--- src/rtl/comb_eval_pkg.sv ---
// Shared types and default parameter values for the combinational-netlist evaluation sequencer.
package comb_eval_pkg;

  typedef enum logic [2:0] {
    StIdle,
    StApply,
    StSettle,
    StObserve,
    StReport
  } state_e;

  typedef struct packed {
    logic value;
    logic stable;
    logic timeout;
  } result_t;

  localparam int unsigned DefNumIn     = 26;
  localparam int unsigned DefSettleCyc = 4;
  localparam int unsigned DefStableCnt = 3;
  localparam int unsigned DefMaxObs    = 16;
  localparam int unsigned DefCntW      = 16;

endpackage

--- src/rtl/sync2.sv ---
// Two-flop synchronizer for the asynchronous netlist output; both flops reset to 0.
module sync2 (
  input  logic clk,
  input  logic rst,
  input  logic d_i,
  output logic q_o
);

  logic meta_q;
  logic sync_q;

  always_ff @(posedge clk or posedge rst) begin
    if (rst) begin
      meta_q <= 1'b0;
      sync_q <= 1'b0;
    end else begin
      meta_q <= d_i;
      sync_q <= meta_q;
    end
  end

  assign q_o = sync_q;

endmodule

--- src/rtl/comb_eval_sequencer.sv ---
// Test-vector engine: applies a vector to a combinational netlist, waits a settle window, then
// watches the synchronized output until it is stable or a watchdog expires, and reports it.
module comb_eval_sequencer
  import comb_eval_pkg::*;
#(
  parameter int unsigned NUM_IN     = DefNumIn,
  parameter int unsigned SETTLE_CYC = DefSettleCyc,
  parameter int unsigned STABLE_CNT = DefStableCnt,
  parameter int unsigned MAX_OBS    = DefMaxObs,
  parameter int unsigned CNT_W      = DefCntW
) (
  input  logic              clk,
  input  logic              rst,
  input  logic              vec_valid,
  output logic              vec_ready,
  input  logic [NUM_IN-1:0] vec_data,
  input  logic              abort,
  output logic [NUM_IN-1:0] dut_in,
  input  logic              dut_out,
  output logic              res_valid,
  input  logic              res_ready,
  output logic              res_value,
  output logic              res_stable,
  output logic              res_timeout,
  output logic              busy,
  output logic [CNT_W-1:0]  vec_count,
  output logic [CNT_W-1:0]  unstable_count
);

  localparam int unsigned WdW = $clog2(MAX_OBS + 1);

  state_e              state_q;
  logic [NUM_IN-1:0]   dut_in_q;
  result_t             res_q;
  logic                res_valid_q;
  logic [CNT_W-1:0]    vec_count_q;
  logic [CNT_W-1:0]    unstable_count_q;
  logic [7:0]          settle_q;
  logic [3:0]          run_q;
  logic [WdW-1:0]      wd_q;
  logic                prev_q;

  logic                sample;
  logic [3:0]          run_next;
  logic [WdW-1:0]      wd_next;
  logic                hit_stable;
  logic                hit_wd;

  sync2 u_sync (
    .clk (clk),
    .rst (rst),
    .d_i (dut_out),
    .q_o (sample)
  );

  // run_q == 0 marks the first OBSERVE sample, which always starts a fresh run.
  always_comb begin
    run_next = 4'd1;
    if (run_q != 4'd0 && sample == prev_q) run_next = run_q + 4'd1;
    wd_next    = wd_q + WdW'(1);
    hit_stable = (run_next == 4'(STABLE_CNT));
    hit_wd     = (wd_next == WdW'(MAX_OBS));
  end

  always_ff @(posedge clk or posedge rst) begin
    if (rst) begin
      state_q          <= StIdle;
      dut_in_q         <= '0;
      res_q            <= '0;
      res_valid_q      <= 1'b0;
      vec_count_q      <= '0;
      unstable_count_q <= '0;
      settle_q         <= '0;
      run_q            <= '0;
      wd_q             <= '0;
      prev_q           <= 1'b0;
    end else if (abort && state_q != StIdle) begin
      state_q     <= StIdle;
      res_valid_q <= 1'b0;
    end else begin
      unique case (state_q)
        StIdle: begin
          if (vec_valid) begin
            dut_in_q <= vec_data;
            state_q  <= StApply;
          end
        end
        StApply: begin
          settle_q <= '0;
          run_q    <= '0;
          wd_q     <= '0;
          state_q  <= StSettle;
        end
        StSettle: begin
          if (settle_q == 8'(SETTLE_CYC - 1)) state_q <= StObserve;
          else settle_q <= settle_q + 8'd1;
        end
        StObserve: begin
          run_q  <= run_next;
          wd_q   <= wd_next;
          prev_q <= sample;
          // Stability takes priority when both criteria land on the same sample.
          if (hit_stable) begin
            res_q       <= '{value: sample, stable: 1'b1, timeout: 1'b0};
            res_valid_q <= 1'b1;
            state_q     <= StReport;
          end else if (hit_wd) begin
            res_q       <= '{value: sample, stable: 1'b0, timeout: 1'b1};
            res_valid_q <= 1'b1;
            state_q     <= StReport;
          end
        end
        StReport: begin
          if (res_ready) begin
            res_valid_q <= 1'b0;
            vec_count_q <= vec_count_q + CNT_W'(1);
            if (res_q.timeout && unstable_count_q != '1) begin
              unstable_count_q <= unstable_count_q + CNT_W'(1);
            end
            state_q <= StIdle;
          end
        end
        default: state_q <= StIdle;
      endcase
    end
  end

  assign vec_ready      = (state_q == StIdle);
  assign busy           = (state_q != StIdle);
  assign dut_in         = dut_in_q;
  assign res_valid      = res_valid_q;
  assign res_value      = res_q.value;
  assign res_stable     = res_q.stable;
  assign res_timeout    = res_q.timeout;
  assign vec_count      = vec_count_q;
  assign unstable_count = unstable_count_q;

endmodule
--- config.mk ---
export PLATFORM = sky130hd
export DESIGN_NAME = comb_eval_sequencer
export DESIGN_NICKNAME = d
export VERILOG_FILES = /design/src/rtl/comb_eval_pkg.sv /design/src/rtl/sync2.sv /design/src/rtl/comb_eval_sequencer.sv
export SDC_FILE = /design/constraint.sdc
export NUM_CORES = 1
export LEC_CHECK = 0
export CAP_MARGIN = 20
export CORE_AREA = 2 2 98 100
export CTS_CLUSTER_SIZE = 8
export DETAILED_ROUTE_END_ITERATION = 10
export DIE_AREA = 0 0 100 102
export GPL_TIMING_DRIVEN = 1
export MAX_ROUTING_LAYER = met4
export PLACE_DENSITY_LB_ADDON = 0.1
export SETUP_SLACK_MARGIN = 0.15
export SYNTH_ARGS = -nofsm -noshare
export SYNTH_HDL_FRONTEND = slang
export SYNTH_SLANG_ARGS = --single-unit
export TNS_END_PERCENT = 20
--- constraint.sdc ---
create_clock -name clk -period 2.9 [get_ports clk]
set_clock_uncertainty 0.2 [all_clocks]
set_input_delay 0.58 -clock clk [delete_from_list [all_inputs] [get_ports clk]]
set_output_delay 0.58 -clock clk [all_outputs]
set_load 0.01 [all_outputs]
==> qor.yml, run 1 <==
status: "completed"
grt_setup_unrepaired: "false"
yosys.area_share.adder: 0.0195
max_slew_margin: 0.629
clk_latency_ps: 340
htree_levels: 3
root_buffer: "clkbuf_8"
grt_overflow: 0
required_ps: 2120
postRouteAntennaNets: 0
setup_viol: 0
cts.sinks: 85
ys_top_cells_by_area: "dfrtp_1 55%, mux2_2 8.8%, xnor2_1 5.0%, xor2_1 3.2%, nand2_1 2.8%"
max_freq_mhz: 375
drive_above_1_share: 0.155
synth_top_area_cell: "dfrtp_1"
syn_inst: 331
die-area_um2: 10200
cts.path.max_buffers: 2
worst_slack_ps: 230
route.detailed.drc: 0
netlist_area_um2: 3840
num-nets-final: 479
slew_violations: 0
grt_max_degree: 34
chipWidth_um: 100
fin_crit_sh: 0.921
synth_xor_area_frac: 0.0820
min_path_type: "reg -> reg"
numPortBuffers: 95
cts_hold_buf: 0
start_util: 0.422
wl_per_cell_um: 14.3
vias_per_cell: 5.11
critPathMaxStageDelay_ps: 520
fin_tns_setup_ps: 0
place_area_um2: 4980
vdd_drop_max_mv: 0.246
max_cap_violations: 0
yosys_most_used_dff: "dfrtp_1"
grt_use_total: 0.168
core_um2: 9110
total_power_mw: 3.62
drt_iter0_markers: 75
stdcell_count: 557
p_per_area_nw_per_um2: 696
end_kind: "primary output"
clkSlewWorstSetupHoldPaths_ps: 90
antenna_found_initial: 0
fp.dieH_um: 102
grt_pass1_vias: 2775
cts_tree: "built"
synth.distinct_cells: 43
diodes: 0
timing.final.crit_period_ps: 2670
synthSimpleGateAreaFrac: 0.176
cp.arrival_ps: 1890
vias: 2845
drt-total-wl_um: 7960
num_rows: 35
synth-edff-count: 0
dp_hpwl_um: 5820
globalplace.congestion: 0.811
worstSetupPathType: "reg -> out"
synth-compound-area-share: 0.0570
critPathMaxFanout: 5
ys_seq_elements: 85
hold_viol: 0
postLayoutCoreUtil: 0.571
synth_top_family_by_area: "simple AND/OR/NAND/NOR gates"
fillers: 780
fin_area_um2: 5200
numCtsBuffers: 9
ys_async_sr_fraction: 1.00
synthMuxAreaShare: 0.0905
place_inst: 538
io_pins: 96
synth_seq_area_share: 0.553
tightest_slew_ps: 556
syn2layout_area_growth_pct: 35.3
grt_first_pass_wirelength_um: 13400
path_cells: "or3_2 > inv_1 > clkdlybuf4s50_1"
dr.pass1.iters: 4
p_leak_nw: 2.31
ys.warnings.count: 0
synth_top_area_share: 0.553
hold_ws_ps: 171
synth_nets: 369
post-place-ws_ps: 49.1
cp-start-kind: "flop"
crit_slowest_cell: "or3_2"
avgSynthCellArea_um2: 11.6
-- cell usage in the layout, fill, tap and decap left out, drive strengths merged, types with 4 or more instances in the layout --
| master | n |
|---|---|
| clkbuf | 11 |
| nand3 | 20 |
| clkdlybuf4s50 | 95 |
| dfrtp | 85 |
| mux2 | 30 |
| and3 | 10 |
| a31oi | 4 |
| nand4 | 11 |
| a21o | 5 |
| nor3 | 8 |
| xor2 | 14 |
| inv | 8 |
| o21ai | 8 |
| xnor2 | 22 |
| buf | 12 |
| and4 | 6 |
| ha | 6 |
| clkinvlp | 4 |
| nor2 | 23 |
| nand2 | 29 |
| a21oi | 8 |
-- synth_stat cells (2+ instances only) --
cell / instances
o21ai_0: 8
nand4_1: 11
dfrtp_1: 85
clkbuf_1: 3
and2_2: 2
inv_1: 9
and3_1: 10
nor4b_1: 2
and4_1: 6
xnor2_1: 22
nand2_1: 29
a21oi_1: 7
nor2_1: 23
nand3_1: 20
ha_1: 6
buf_2: 3
buf_6: 2
and4b_1: 2
xor2_1: 14
nor3_1: 7
a22o_1: 2
a31oi_1: 4
a21o_1: 5
mux2_2: 30
-- critical path: cells and delay by family, from the launching register on --
family | cells | cell delay (ps)
buffers and inverters | 2 | 590
flip-flops | 1 | 430
AND/OR/NAND/NOR | 1 | 520
-- timing repair --
item                       CTS  global route
buffers inserted             0             3
setup endpoints to repair    0             1
resized for setup            0             3
-- cell type report --
type / instances / area [µm²] / share of cell area
Multi-Input combinational cell: 229 / 1630 / 0.314
Sequential cell: 85 / 2130 / 0.410
Timing Repair Buffer: 107 / 1070 / 0.205
Clock buffer: 11 / 131 / 0.0253
Inverter: 9 / 37.5 / 0.00722
Tap cell: 111 / 139 / 0.0267
Clock inverter: 5 / 61.3 / 0.0118
-- worst paths after layout --
kind	endpoint	slack, ps	from	cells past startpoint
min	u_sync.q_o$_DFF_PP0_	170	u_sync.meta_q$_DFF_PP0_	0
min reg2reg	u_sync.q_o$_DFF_PP0_	170	u_sync.meta_q$_DFF_PP0_	0
max reg2reg	unstable_count[13]$_DFFE_PP0P_	540	state_q[0]$_DFFE_PP0P_	6
max	vec_ready	230	state_q[2]$_DFFE_PP0P_	3
min in group asynchronous	dut_in[4]$_DFFE_PP0P_	430	rst	2
max in group asynchronous	state_q[1]$_DFFE_PP0P_	1520	rst	3
-- cells by family after synthesis --
kind of cell	Yosys count
flip-flops	85
XOR/XNOR	36
adder cells (fa/ha/maj)	6
multiplexers	31
AND/OR/NAND/NOR	123
buffers and inverters	17
AO/OA/AOI/OAI	33
-- state kept, by name (all words and copies together), names as in the netlist --
| signal | flops |
|---|---|
| dut_in | 26 |
| u_sync.meta_q | 1 |
| vec_count | 16 |
| run_q | 4 |
| settle_q | 8 |
| res_stable | 1 |
| res_valid | 1 |
| unstable_count | 16 |
| state_q | 3 |
| res_value | 1 |
| wd_q | 5 |
| res_timeout | 1 |
| prev_q | 1 |
| u_sync.q_o | 1 |
-- metal layers --
layer | vias to the layer above | wire length, µm | GRT usage
met5 | - | 0 | -
met4 | 0 | 49 | 0.0379
met3 | 4 | 297 | 0.0424
met2 | 59 | 3910 | 0.260
met1 | 1398 | 3700 | 0.226
li1 | 1384 | - | -
-- power by group --
part           leakage (nW)  internal, mW  switching [mW]  total (mW)
Sequential             1.10          1.43           0.164        1.60
Clock                0.0858         0.401           0.421       0.822
Combinational          1.12         0.713           0.486        1.20
Total                  2.31          2.55            1.07        3.62
Note: power is estimated with default switching activity, not from simulation.
==> run 2: changes to the inputs <==
--- a/config.mk
+++ b/config.mk
@@ -14,6 +14,7 @@
 export MAX_ROUTING_LAYER = met4
 export PLACE_DENSITY_LB_ADDON = 0.1
 export SETUP_SLACK_MARGIN = 0.15
+export SLEW_MARGIN = 15
 export SYNTH_ARGS = -nofsm -noshare
 export SYNTH_HDL_FRONTEND = slang
 export SYNTH_SLANG_ARGS = --single-unit
==> constraint.sdc (replaced) <==
create_clock -name clk -period 3.1 [get_ports clk]
set_clock_uncertainty 0.2 [all_clocks]
set_input_delay 0.62 -clock clk [delete_from_list [all_inputs] [get_ports clk]]
set_output_delay 0.62 -clock clk [all_outputs]
set_load 0.01 [all_outputs]
==> qor.yml, run 2 (same netlist as run 1, synthesis figures left out) <==
vias_per_cell: 5.09
p_int_mw: 2.36
cp_num_buf_inv: 2
diodes: 0
core_um2: 9110
worst_slack_ps: 307
chipWidth_um: 100
numPortBuffers: 95
crit_slowest_cell: "or3_2"
post-place-ws_ps: 166
worstSetupPathType: "reg -> out"
grt_first_pass_wirelength_um: 13300
grt_pass1_vias: 2707
timing.final.crit_period_ps: 2790
postRouteAntennaNets: 0
end_kind: "primary output"
max_freq_mhz: 358
drt_iter0_markers: 78
fp.dieH_um: 102
globalplace.congestion: 0.788
r2r_slack_ps: 800
grt_use_total: 0.170
p_comb_frac: 0.325
cp-start-kind: "flop"
critPathMaxFanout: 10
largest_reg_flops: 26
cts_tree: "built"
dr.pass1.iters: 4
p_per_area_nw_per_um2: 655
start_util: 0.422
final_common_cell: "clkdlybuf4s50_1"
clock_power_share: 0.227
tightest_slew_ps: 650
slew_violations: 0
drt-total-wl_um: 7980
max_slew_margin: 0.566
cts_hold_buf: 0
grt_setup_unrepaired: "false"
cts.sinks: 85
root_buffer: "clkbuf_8"
grt_max_degree: 52
path_cells: "or3_2 > inv_1 > clkdlybuf4s50_1"
vias: 2799
critPathMaxStageDelay_ps: 530
switchingPower_uw: 990
num-nets-final: 472
seq_power_share: 0.448
fin_crit_sh: 0.901
post_cts_resized: 0
num_rows: 35
antenna_found_initial: 0
layout_common_cells: "95 x clkdlybuf4s50_1, 85 x dfrtp_1, 30 x mux2_2"
drive_above_1_share: 0.134
htree_levels: 3
hold_viol: 0
cts.path.max_buffers: 2
post_cts_buffers: 0
die-area_um2: 10200
fillers: 832
fin_tns_setup_ps: 0
grt_overflow: 0
required_ps: 2280
swShare: 0.295
min_path_type: "reg -> reg"
hold_ws_ps: 159
numCtsBuffers: 9
dp_hpwl_um: 5740
cp.arrival_ps: 1970
syn2layout_area_growth_pct: 33.2
clkSlewWorstSetupHoldPaths_ps: 80
max_cap_violations: 0
io_pins: 96
route.detailed.drc: 0
status: "completed"
p_leak_nw: 2.26
clk_latency_ps: 350
wl_per_cell_um: 14.5
setup_viol: 0
cpLargestDelayFamily: "buffers and inverters"
vdd_drop_max_mv: 0.288
-- run 2: cell count changes in the layout (fill, tap and decap cells not counted), sizes merged --
| cell | before | now |
|---|---|---|
| buf | 12 | 5 |
-- run 2: path summary, 6_finish.rpt --
| kind | start | endpoint | cells past startpoint |
|---|---|---|---|
| setup / recovery | state_q[0]$_DFFE_PP0P_ | vec_ready | 3 |
| hold / removal | u_sync.meta_q$_DFF_PP0_ | u_sync.q_o$_DFF_PP0_ | 0 |
| setup reg to reg | state_q[0]$_DFFE_PP0P_ | unstable_count[13]$_DFFE_PP0P_ | 5 |
| hold reg to reg | u_sync.meta_q$_DFF_PP0_ | u_sync.q_o$_DFF_PP0_ | 0 |
| max in group asynchronous | rst | wd_q[3]$_DFFE_PP0P_ | 3 |
| min in group asynchronous | rst | dut_in[8]$_DFFE_PP0P_ | 3 |
-- run 2: power by group through the flow --
stage / Combinational (mW) / Sequential [mW] / Clock [mW]
4_1_cts: 1.11 / 1.50 / 0.794
3_3_place_gp: 1.09 / 1.51 / 0
2_1_floorplan: 0.506 / 1.57 / 0
3_5_place_dp: 1.10 / 1.53 / 0
6_report: 1.09 / 1.50 / 0.762
5_1_grt: 1.19 / 1.54 / 0.845
-- run 2: layer usage --
layer,global-route usage,wire [µm]
met3,0.0424,310
met4,0.0548,82
met1,0.228,3760
met2,0.256,3830
met5,-,0
-- run 2: worst reg2reg max path, stage by stage (launching register included) --
cell,delay (ps)
dfrtp_1,500
or3b_4,460
or4b_4,550
a21oi_4,210
nand4_1,130
xnor2_1,140
-- run 2: metrics by stage --
stage / util / instances / power [mW] / instance area, µm²
floorplan: - / 331 / 2.08 / 3850
global placement: 0.541 / 534 / 2.61 / 4930
detailed placement: 0.541 / 534 / 2.63 / 4930
CTS: 0.562 / 550 / 3.41 / 5120
global route: 0.562 / 550 / 3.57 / 5120
finish: 0.562 / 550 / 3.35 / 5120
-- run 2: layout make-up --
type                    instances  area [µm²]  area share
clock buffers                  11         131      0.0257
clock inverters                 5        61.3      0.0120
inverters                       9        37.5     0.00733
multi-input cells             229        1630       0.319
flip-flops and latches         85        2130       0.416
well taps                     111         139      0.0271
repair buffers                100         988       0.193
